--- config.mk ---
export PLATFORM = sky130hd
export DESIGN_NAME = xs3_serial_to_bcd
export DESIGN_NICKNAME = d
export VERILOG_FILES = /design/src/rtl/xs3_serial_to_bcd.sv
export SDC_FILE = /design/constraint.sdc
export NUM_CORES = 1
export LEC_CHECK = 0
export ABC_AREA = 1
export CAP_MARGIN = 10
export CORE_ASPECT_RATIO = 0.8
export CORE_UTILIZATION = 52
export CTS_CLUSTER_DIAMETER = 40
export DETAILED_ROUTE_END_ITERATION = 8
export GPL_TIMING_DRIVEN = 0
export PLACE_DENSITY = 0.75
export REMOVE_ABC_BUFFERS = 1
export SETUP_SLACK_MARGIN = 0.5
export SLEW_MARGIN = 20
export SYNTH_ARGS = -nofsm -noshare
export SYNTH_HDL_FRONTEND = slang
export SYNTH_SLANG_ARGS = --single-unit
--- constraint.sdc ---
create_clock -name clk -period 2.11 [get_ports clk]
set_clock_uncertainty 0.1 [all_clocks]
set_input_delay 0.422 -clock clk [delete_from_list [all_inputs] [get_ports clk]]
set_output_delay 0.422 -clock clk [all_outputs]
set_load 0.02 [all_outputs]
--- src/rtl/xs3_serial_to_bcd.sv ---
// xs3_serial_to_bcd
// Bit-serial Excess-3 to BCD decoder. XS3 code bits arrive LSB first. The
// decoder subtracts 3 (0011) one bit at a time, using a borrow state machine.
// For every accepted bit it emits the decoded bit. It also emits a parallel
// digit every 4 bits and a packed word every NDIG digits.
//
// Ports
//   clk          clock, all logic on posedge
//   rst          synchronous reset, active-high
//   in_valid     in_bit is accepted this cycle
//   in_bit       XS3 code bit, LSB first
//   in_sof       with in_valid: bit0 of digit0 (resynchronises framing)
//   out_valid    1-cycle pulse per accepted bit, out_bit valid
//   out_bit      decoded BCD bit, LSB first
//   digit_valid  1-cycle pulse, bcd/dig_err valid
//   bcd          decoded digit (held between pulses)
//   dig_err      code was below 0011 or above 1100
//   word_valid   1-cycle pulse, word/word_err valid
//   word         digit k in [4k+3:4k], digit0 in [3:0]
//   word_err     OR of dig_err over the word
//   busy         a partial digit or word is in progress
//
// Handshake: there is no backpressure. A bit is consumed on every posedge
// where in_valid=1. Each output pulse lasts exactly one cycle and appears one
// cycle after the bit that caused it.
module xs3_serial_to_bcd #(
    parameter int NDIG = 2
) (
    input  logic              clk,
    input  logic              rst,
    input  logic              in_valid,
    input  logic              in_bit,
    input  logic              in_sof,
    output logic              out_valid,
    output logic              out_bit,
    output logic              digit_valid,
    output logic [3:0]        bcd,
    output logic              dig_err,
    output logic              word_valid,
    output logic [4*NDIG-1:0] word,
    output logic              word_err,
    output logic              busy
);
    localparam int CW = (NDIG > 1) ? $clog2(NDIG) : 1;
    localparam logic [CW-1:0] LAST_DIG = CW'(NDIG - 1);

    typedef enum logic {
        BRW_CLEAR = 1'b0,
        BRW_PEND  = 1'b1
    } borrow_e;

    // State registers
    logic [1:0]        bit_idx_q, bit_idx_d;
    borrow_e           borrow_q, borrow_d;
    logic [CW-1:0]     dig_cnt_q, dig_cnt_d;
    logic [3:0]        dbits_q, dbits_d;
    logic [4*NDIG-1:0] wacc_q, wacc_d;
    logic              err_acc_q, err_acc_d;

    // Registered outputs
    logic              out_valid_q, out_bit_q, digit_valid_q, dig_err_q;
    logic              word_valid_q, word_err_q, busy_q;
    logic [3:0]        bcd_q;
    logic [4*NDIG-1:0] word_q;

    // Combinational helpers
    logic [1:0]    idx_eff;
    logic [CW-1:0] cnt_eff;
    logic          err_eff, s_bit, b_eff, ob, nb, derr, last_bit, last_dig;
    logic [3:0]    digit;

    always_comb begin
        // in_sof restarts the framing, so the bit is decoded as bit0 of digit0.
        idx_eff  = in_sof ? 2'd0 : bit_idx_q;
        cnt_eff  = in_sof ? '0 : dig_cnt_q;
        err_eff  = in_sof ? 1'b0 : err_acc_q;
        // The subtrahend 0011 is 1 for bit positions 0 and 1.
        s_bit    = ~idx_eff[1];
        // Each digit starts with no borrow, so no borrow crosses a digit boundary.
        b_eff    = (idx_eff == 2'd0) ? 1'b0 : (borrow_q == BRW_PEND);
        ob       = in_bit ^ s_bit ^ b_eff;
        nb       = (~in_bit & (s_bit | b_eff)) | (s_bit & b_eff);
        dbits_d  = dbits_q;
        dbits_d[idx_eff] = ob;
        digit    = dbits_d;
        // A final borrow means the code was below 0011.
        derr     = nb | (digit > 4'd9);
        last_bit = (idx_eff == 2'd3);
        last_dig = (cnt_eff == LAST_DIG);
        wacc_d   = wacc_q;
        if (last_bit) begin
            for (int k = 0; k < NDIG; k++) begin
                if (cnt_eff == CW'(k)) wacc_d[4*k +: 4] = digit;
            end
        end
        bit_idx_d = idx_eff + 2'd1;
        borrow_d  = nb ? BRW_PEND : BRW_CLEAR;
        dig_cnt_d = cnt_eff;
        err_acc_d = err_eff;
        if (last_bit) begin
            if (last_dig) begin
                dig_cnt_d = '0;
                err_acc_d = 1'b0;
            end else begin
                dig_cnt_d = cnt_eff + CW'(1);
                err_acc_d = err_eff | derr;
            end
        end
    end

    always_ff @(posedge clk) begin
        if (rst) begin
            bit_idx_q     <= 2'd0;
            borrow_q      <= BRW_CLEAR;
            dig_cnt_q     <= '0;
            dbits_q       <= 4'd0;
            wacc_q        <= '0;
            err_acc_q     <= 1'b0;
            out_valid_q   <= 1'b0;
            out_bit_q     <= 1'b0;
            digit_valid_q <= 1'b0;
            bcd_q         <= 4'd0;
            dig_err_q     <= 1'b0;
            word_valid_q  <= 1'b0;
            word_q        <= '0;
            word_err_q    <= 1'b0;
            busy_q        <= 1'b0;
        end else begin
            out_valid_q   <= in_valid;
            digit_valid_q <= 1'b0;
            word_valid_q  <= 1'b0;
            if (in_valid) begin
                out_bit_q <= ob;
                bit_idx_q <= bit_idx_d;
                borrow_q  <= borrow_d;
                dbits_q   <= dbits_d;
                wacc_q    <= wacc_d;
                dig_cnt_q <= dig_cnt_d;
                err_acc_q <= err_acc_d;
                busy_q    <= (bit_idx_d != 2'd0) | (dig_cnt_d != '0);
                if (last_bit) begin
                    digit_valid_q <= 1'b1;
                    bcd_q         <= digit;
                    dig_err_q     <= derr;
                    if (last_dig) begin
                        word_valid_q <= 1'b1;
                        word_q       <= wacc_d;
                        word_err_q   <= err_eff | derr;
                    end
                end
            end
        end
    end

    assign out_valid   = out_valid_q;
    assign out_bit     = out_bit_q;
    assign digit_valid = digit_valid_q;
    assign bcd         = bcd_q;
    assign dig_err     = dig_err_q;
    assign word_valid  = word_valid_q;
    assign word        = word_q;
    assign word_err    = word_err_q;
    assign busy        = busy_q;

endmodule
# Word-level counts from Yosys, hierarchy flattened
# Cells that the tools add are included.
[word_totals] reg_bits=36 latch_bits=0 ramBits=0 mem_bits_ro=0 in_bits=5 output_inout_bits=19 elab_cells=58 memories=0
[classes] add_sub_neg=2 n_mul=0 n_div=0 order_cmp=3 eq_ne=1 n_shift=0 muxes=17 bitwise=13 reduce_logical=7
[ops] cell="1-bit two-way mux" count=11
[ops] cell="4-bit two-way mux" count=2
[ops] cell="8-bit two-way mux" count=1
[ops] cell="1-bit bitwise OR" count=5
[ops] cell="4-bit bitwise mux" count=1
[ops] cell="4-bit > comparator (second input constant)" count=1
[ops] cell="1-bit inverter" count=4
[ops] cell="2-bit by 3-bit less-than comparator with 1-bit output (second input constant)" count=1
[ops] cell="3-bit AND reduction" count=1
[ops] cell="3-bit OR reduction" count=1
[ops] cell="2-bit by 1-bit adder with 2-bit output (second input constant)" count=1
[ops] cell="1-bit AND" count=2
[ops] cell="1-bit demux with 2-bit select" count=1
[ops] cell="2-bit equality test (second input constant)" count=1
[ops] cell="2-bit by 1-bit >= comparator with 1-bit output (second input constant)" count=1
[ops] cell="2-bit zero test" count=1
[ops] cell="2-bit two-way mux" count=1
[ops] cell="2-bit AND reduction" count=1
[ops] cell="2-bit nonzero test" count=1
[ops] cell="2-bit OR reduction" count=1
[ops] cell="1-bit XOR" count=2
[ops] cell="1-bit adder (second input constant)" count=1
[ops] cell="1-bit logical AND" count=1

# Longest topological paths before layout
[logic_depth] depth_word=11 ltp_mapped=15 mapped_depth_nobuf=15

# Worst setup path before layout
# Ideal clock, no wire load.
[synth_path] kind="input to register" from="in in_sof" to="reg wacc_q[0]" setup_ps=125 arrival_ps=1675 t_required_ps=1885 setup_slack_ps=210 cell_stages=13 path_buffers=0 path_cell_list="nor2_1 > inv_1 > ha_1 > inv_2 > nand2_1 > inv_2 > nand3_2 > nand2_4 > nand2_2 > o21ai_2 > nand2_2 > o21ai_2 > a21oi_2"
[synth_between] elab_chain_cells=8 elab_cells_between_ends=16 classes_between="order compare: 2; eq/ne: 1; mux: 8; bitwise: 3; reduce/logical: 2"
[synth_rtl] item="start, declared" line="33" source="input logic in_sof,"
[synth_rtl] item="2-bit two-way mux" line="74" source="idx_eff = in_sof ? 2'd0 : bit_idx_q;"
[synth_rtl] item="2-bit by 3-bit less-than comparator with 1-bit output (implied by the code) or 2-bit by 1-bit >= comparator with 1-bit output (tied branches)" line="84" source="dbits_d[idx_eff] = ob;"
[synth_rtl] item="1-bit logical AND (implied by the code)" line="84"
[synth_rtl] item="1-bit two-way mux (implied by the code)" line="84"
[synth_rtl] item="1-bit demux with 2-bit select" line="84"
[synth_rtl] item="4-bit bitwise mux" line="84"
[synth_rtl] item="4-bit two-way mux" line="93" source="if (cnt_eff == CW'(k)) wacc_d[4*k +: 4] = digit;"
[synth_rtl] item="8-bit two-way mux (*)" line="91" source="if (last_bit) begin"
[synth_rtl] item="end signal, assigned" line="137" source="wacc_q <= wacc_d;"
[synth_rtl] item="end, declared" line="57" source="logic [4*NDIG-1:0] wacc_q, wacc_d;"
# Mark *: on every way between the ends. The rest lies on a longest branch, timed or not.
# A chain may end at the register's enable or synchronous reset.

# Final worst setup path
[layout_path] from="reg bit_idx_q[0]" to="reg err_acc_q"
[layout_between] elab_chain_cells=11 elab_cells_between_ends=20 classes_between="order compare: 3; eq/ne: 1; mux: 7; bitwise: 7; reduce/logical: 2"
[layout_rtl] item="start, declared" line="53" source="logic [1:0] bit_idx_q, bit_idx_d;"
[layout_rtl] item="start signal, assigned" line="134" source="bit_idx_q <= bit_idx_d;"
[layout_rtl] item="2-bit two-way mux (*)" line="74"
[layout_rtl] item="2-bit by 3-bit less-than comparator with 1-bit output (implied by the code) or 2-bit by 1-bit >= comparator with 1-bit output (tied branches)" line="84"
[layout_rtl] item="1-bit logical AND (implied by the code)" line="84"
[layout_rtl] item="1-bit two-way mux (implied by the code)" line="84"
[layout_rtl] item="1-bit demux with 2-bit select" line="84"
[layout_rtl] item="4-bit bitwise mux" line="84"
[layout_rtl] item="4-bit > comparator" line="87" source="derr = nb | (digit > 4'd9);"
[layout_rtl] item="1-bit bitwise OR" line="87"
[layout_rtl] item="1-bit bitwise OR" line="106" source="err_acc_d = err_eff | derr;"
[layout_rtl] item="1-bit two-way mux" line="101" source="if (last_dig) begin"
[layout_rtl] item="1-bit two-way mux (*)" line="100" source="if (last_bit) begin"
[layout_rtl] item="end signal, assigned" line="139" source="err_acc_q <= err_acc_d;"
[layout_rtl] item="end, declared" line="58" source="logic err_acc_q, err_acc_d;"
# Marked as above.

==> metrics.txt <==
H-tree depth 2; Final setup viols 0; Worst path max stage delay 330 ps; mapped cell area 1490 um^2; Fin Hold WS 367 ps; slowest cell on the critical path dfxtp_2; total routed wirelength 3800 um; Filler Cell Count 157; Post-synth ARST share 0%; Sequential Area 646 um^2; final core utilization 80.6%; die area 3080 um^2; area delta synth->final 40.2%; CP endpoint kind flip-flop; Top Metal Used met4; hpwl dp 2140 um; Critical Path RT 2240 ps; Mean Syn Cell Area 7.98 um^2; Multi-input gate area 821 um^2; Buffers on Ports 23; total number of vias 1,415; number of synthesized register bits 32; Unique masters post-synth 26; top cell type by total area after synthesis dfxtp_1; PwrDens 636 nW/um^2; Die H 49.8 um; Die X-Extent 61.8 um; Hold Vio Cnt, Final 0; top-area cell type share of the netlist area 43.1%; # nets final 238; Skew-Pair Late Insertion Delay 340 ps; number of DRC markers in iteration 0 82; launching point of the worst reg2reg path bit_idx_q[0]; drc violations 0; Fmax achieved 577 MHz; first-pass GRT wire length 5890 um; row cnt 16; leakage 0.996 nW; Hold Crit Depth 2; Sink Count 32; sequential share of the synthesized area 43.1%; cell chain of the critical path inv_2, nor2_4, inv_2, ha_4, inv_4, nand2_8, nand3_4, nand3_2, nand2_4, nand2_2, nand2_2, nand3_1, nand2_1, nand2_1; Slew Limit Fails 0; CTS Buffer Depth 2; CP Launch Type flip-flop; arrival time at the worst endpoint 1870 ps; global placer's final weighted congestion 0.827; Synth Instances 186; Final Critical Period 1730 ps; wl on met1 1640 um; ant diodes 0; largest net degree at the start of global routing 21; Post-synth top flop dfxtp_1; RSZ-0062 raised after global routing yes; fin crit share 82.1%; worst-path fanout max 4; cts hold-fix bufs 0; Initial Utilization 57.5%; outcome finished clean; Synthesis Warnings 0; wire per inst 14.3 um; drt pass-1 iters 4; Clk pin slew, worst setup/hold paths 100 ps; top cells by area, synth dfxtp_1 (43%), nand2_1 (7.3%), inv_1 (5.6%); pin slew with the least headroom to its limit 412 ps; vias in the first global route 1,292; initial antenna violation count 0; Rel. slew slack 72.4%; reg2reg end err_acc_q; Worst Hold End busy; CTS Root Cell clkbuf_4; top-count cell post-synth dfxtp_1; number of max-cap violations 0; Final ANT Viol Nets 0; CTS tree done; post-route setup slack 378 ps; cells on worst reg2reg path 14; IO Pins 24; DR WL met2 1880 um; Post-synth top cells dfxtp_1 (32), nand2_1 (29), inv_1 (22), o21ai_0 (15), inv_2 (11); HP Class flip-flop to flip-flop; layout cells sized above 1 39.7%; grt ovf 0; Crit Path Category flip-flop to flip-flop; Post-synth EDFFs 0; WL met3 230 um; total CTS buffers 5; GRT Util Overall 26.7%; HP Start busy; worst slack, placed -632 ps; worst vdd ir 658 uV; Core ar. 2580 um^2; vias per cell 5.34; R2R Setup Slk 380 ps
metrics by stage:
step	instances	power, W	TNS, ps	instance area, um^2
2_1_floorplan	181	0.000726	0	1460
3_3_place_gp	240	0.000762	-10230	1730
3_5_place_dp	240	0.000766	-10580	1730
4_1_cts	260	0.00131	0	1980
5_1_grt	265	0.00137	0	2080
6_report	265	0.00133	0	2080
worst max-delay path: cells and delay by family, from the launching register on:
family | cells | cell delay (ps)
AND/OR/NAND/NOR | 10 | 850
flip-flops | 1 | 330
adder cells (fa/ha/maj) | 1 | 170
buffers and inverters | 3 | 180
how the worst max path moves through the flow:
stage                           end  slack (ps)  cells past startpoint    startpoint
after floorplan             word[7]         180                     11        in_sof
after global placement      word[7]        -660                     10        in_sof
after detailed placement    word[5]        -630                     10        in_sof
after CTS                 wacc_q[0]         440                     14  bit_idx_q[0]
after global routing      err_acc_q         200                     11  bit_idx_q[0]
final                     err_acc_q         380                     14  bit_idx_q[0]
cells in the final DEF, fill, tap and decap left out, types with 4 or more instances in the layout:
cell            n
a21oi_1         8
a21oi_2         4
buf_4          14
clkbuf_4        5
dfxtp_1        30
dlygate4sd2_1  19
inv_1          16
inv_2          13
nand2_1        26
nand2_2         8
nand2_4         7
nand3_1         4
nor2_1          5
o211ai_1        6
o21ai_0        14
o21ai_1         4
o21ai_2         6
power breakdown:
group | internal (W) | switching [W] | total [W] | leakage, nW
clock network | 0.000314 | 0.000205 | 0.000519 | 0.0515
logic | 0.0000680 | 0.000105 | 0.000173 | 0.683
registers | 0.000620 | 0.0000135 | 0.000633 | 0.261
total | 0.00100 | 0.000323 | 0.00133 | 0.996
cells by family (layout without fill, tap and decap cells):
group / count (synthesis) / count (layout) / share of synthesized area [%]
AO/OA/AOI/OAI: 46 / 46 / 18.5
flip-flops: 32 / 32 / 43.1
buffers and inverters: 39 / 82 / 10.6
adder cells (fa/ha/maj): 5 / 5 / 4.21
AND/OR/NAND/NOR: 64 / 64 / 23.5
timing repair:
| item | 4_1_cts | 5_1_grt |
|---|---|---|
| setup endpoints to repair | 49 | 29 |
| pin swaps | 15 | 6 |
| gates cloned | 0 | 1 |
| resized for setup | 53 | 21 |
| setup buffers | 12 | 4 |
layout make-up:
cell class / count / area share (%)
clock buffers: 7 / 3.12
clock inverters: 1 / 1.44
inverters: 34 / 6.91
multi-input cells: 115 / 39.4
flip-flops and latches: 32 / 31.0
well taps: 36 / 2.16
repair buffers: 39 / 15.6
repair inverters: 1 / 0.361
state kept, by name, summed over array words and instances (netlist names):
| signal | cells |
|---|---|
| word_err | 1 |
| busy | 1 |
| word | 8 |
| digit_valid | 1 |
| word_valid | 1 |
| dig_err | 1 |
| wacc_q | 4 |
| dbits_q | 4 |
| out_bit | 1 |
| bcd | 4 |
| bit_idx_q | 2 |
| borrow_q | 1 |
| err_acc_q | 1 |
| dig_cnt_q | 1 |
| out_valid | 1 |
metal layers:
layer	vias up	track usage, %
met5	-	0
met4	0	9.63
met3	9	10.5
met2	62	41.6
met1	663	33.0
li1	681	-
(Power assumes the default switching activity.)
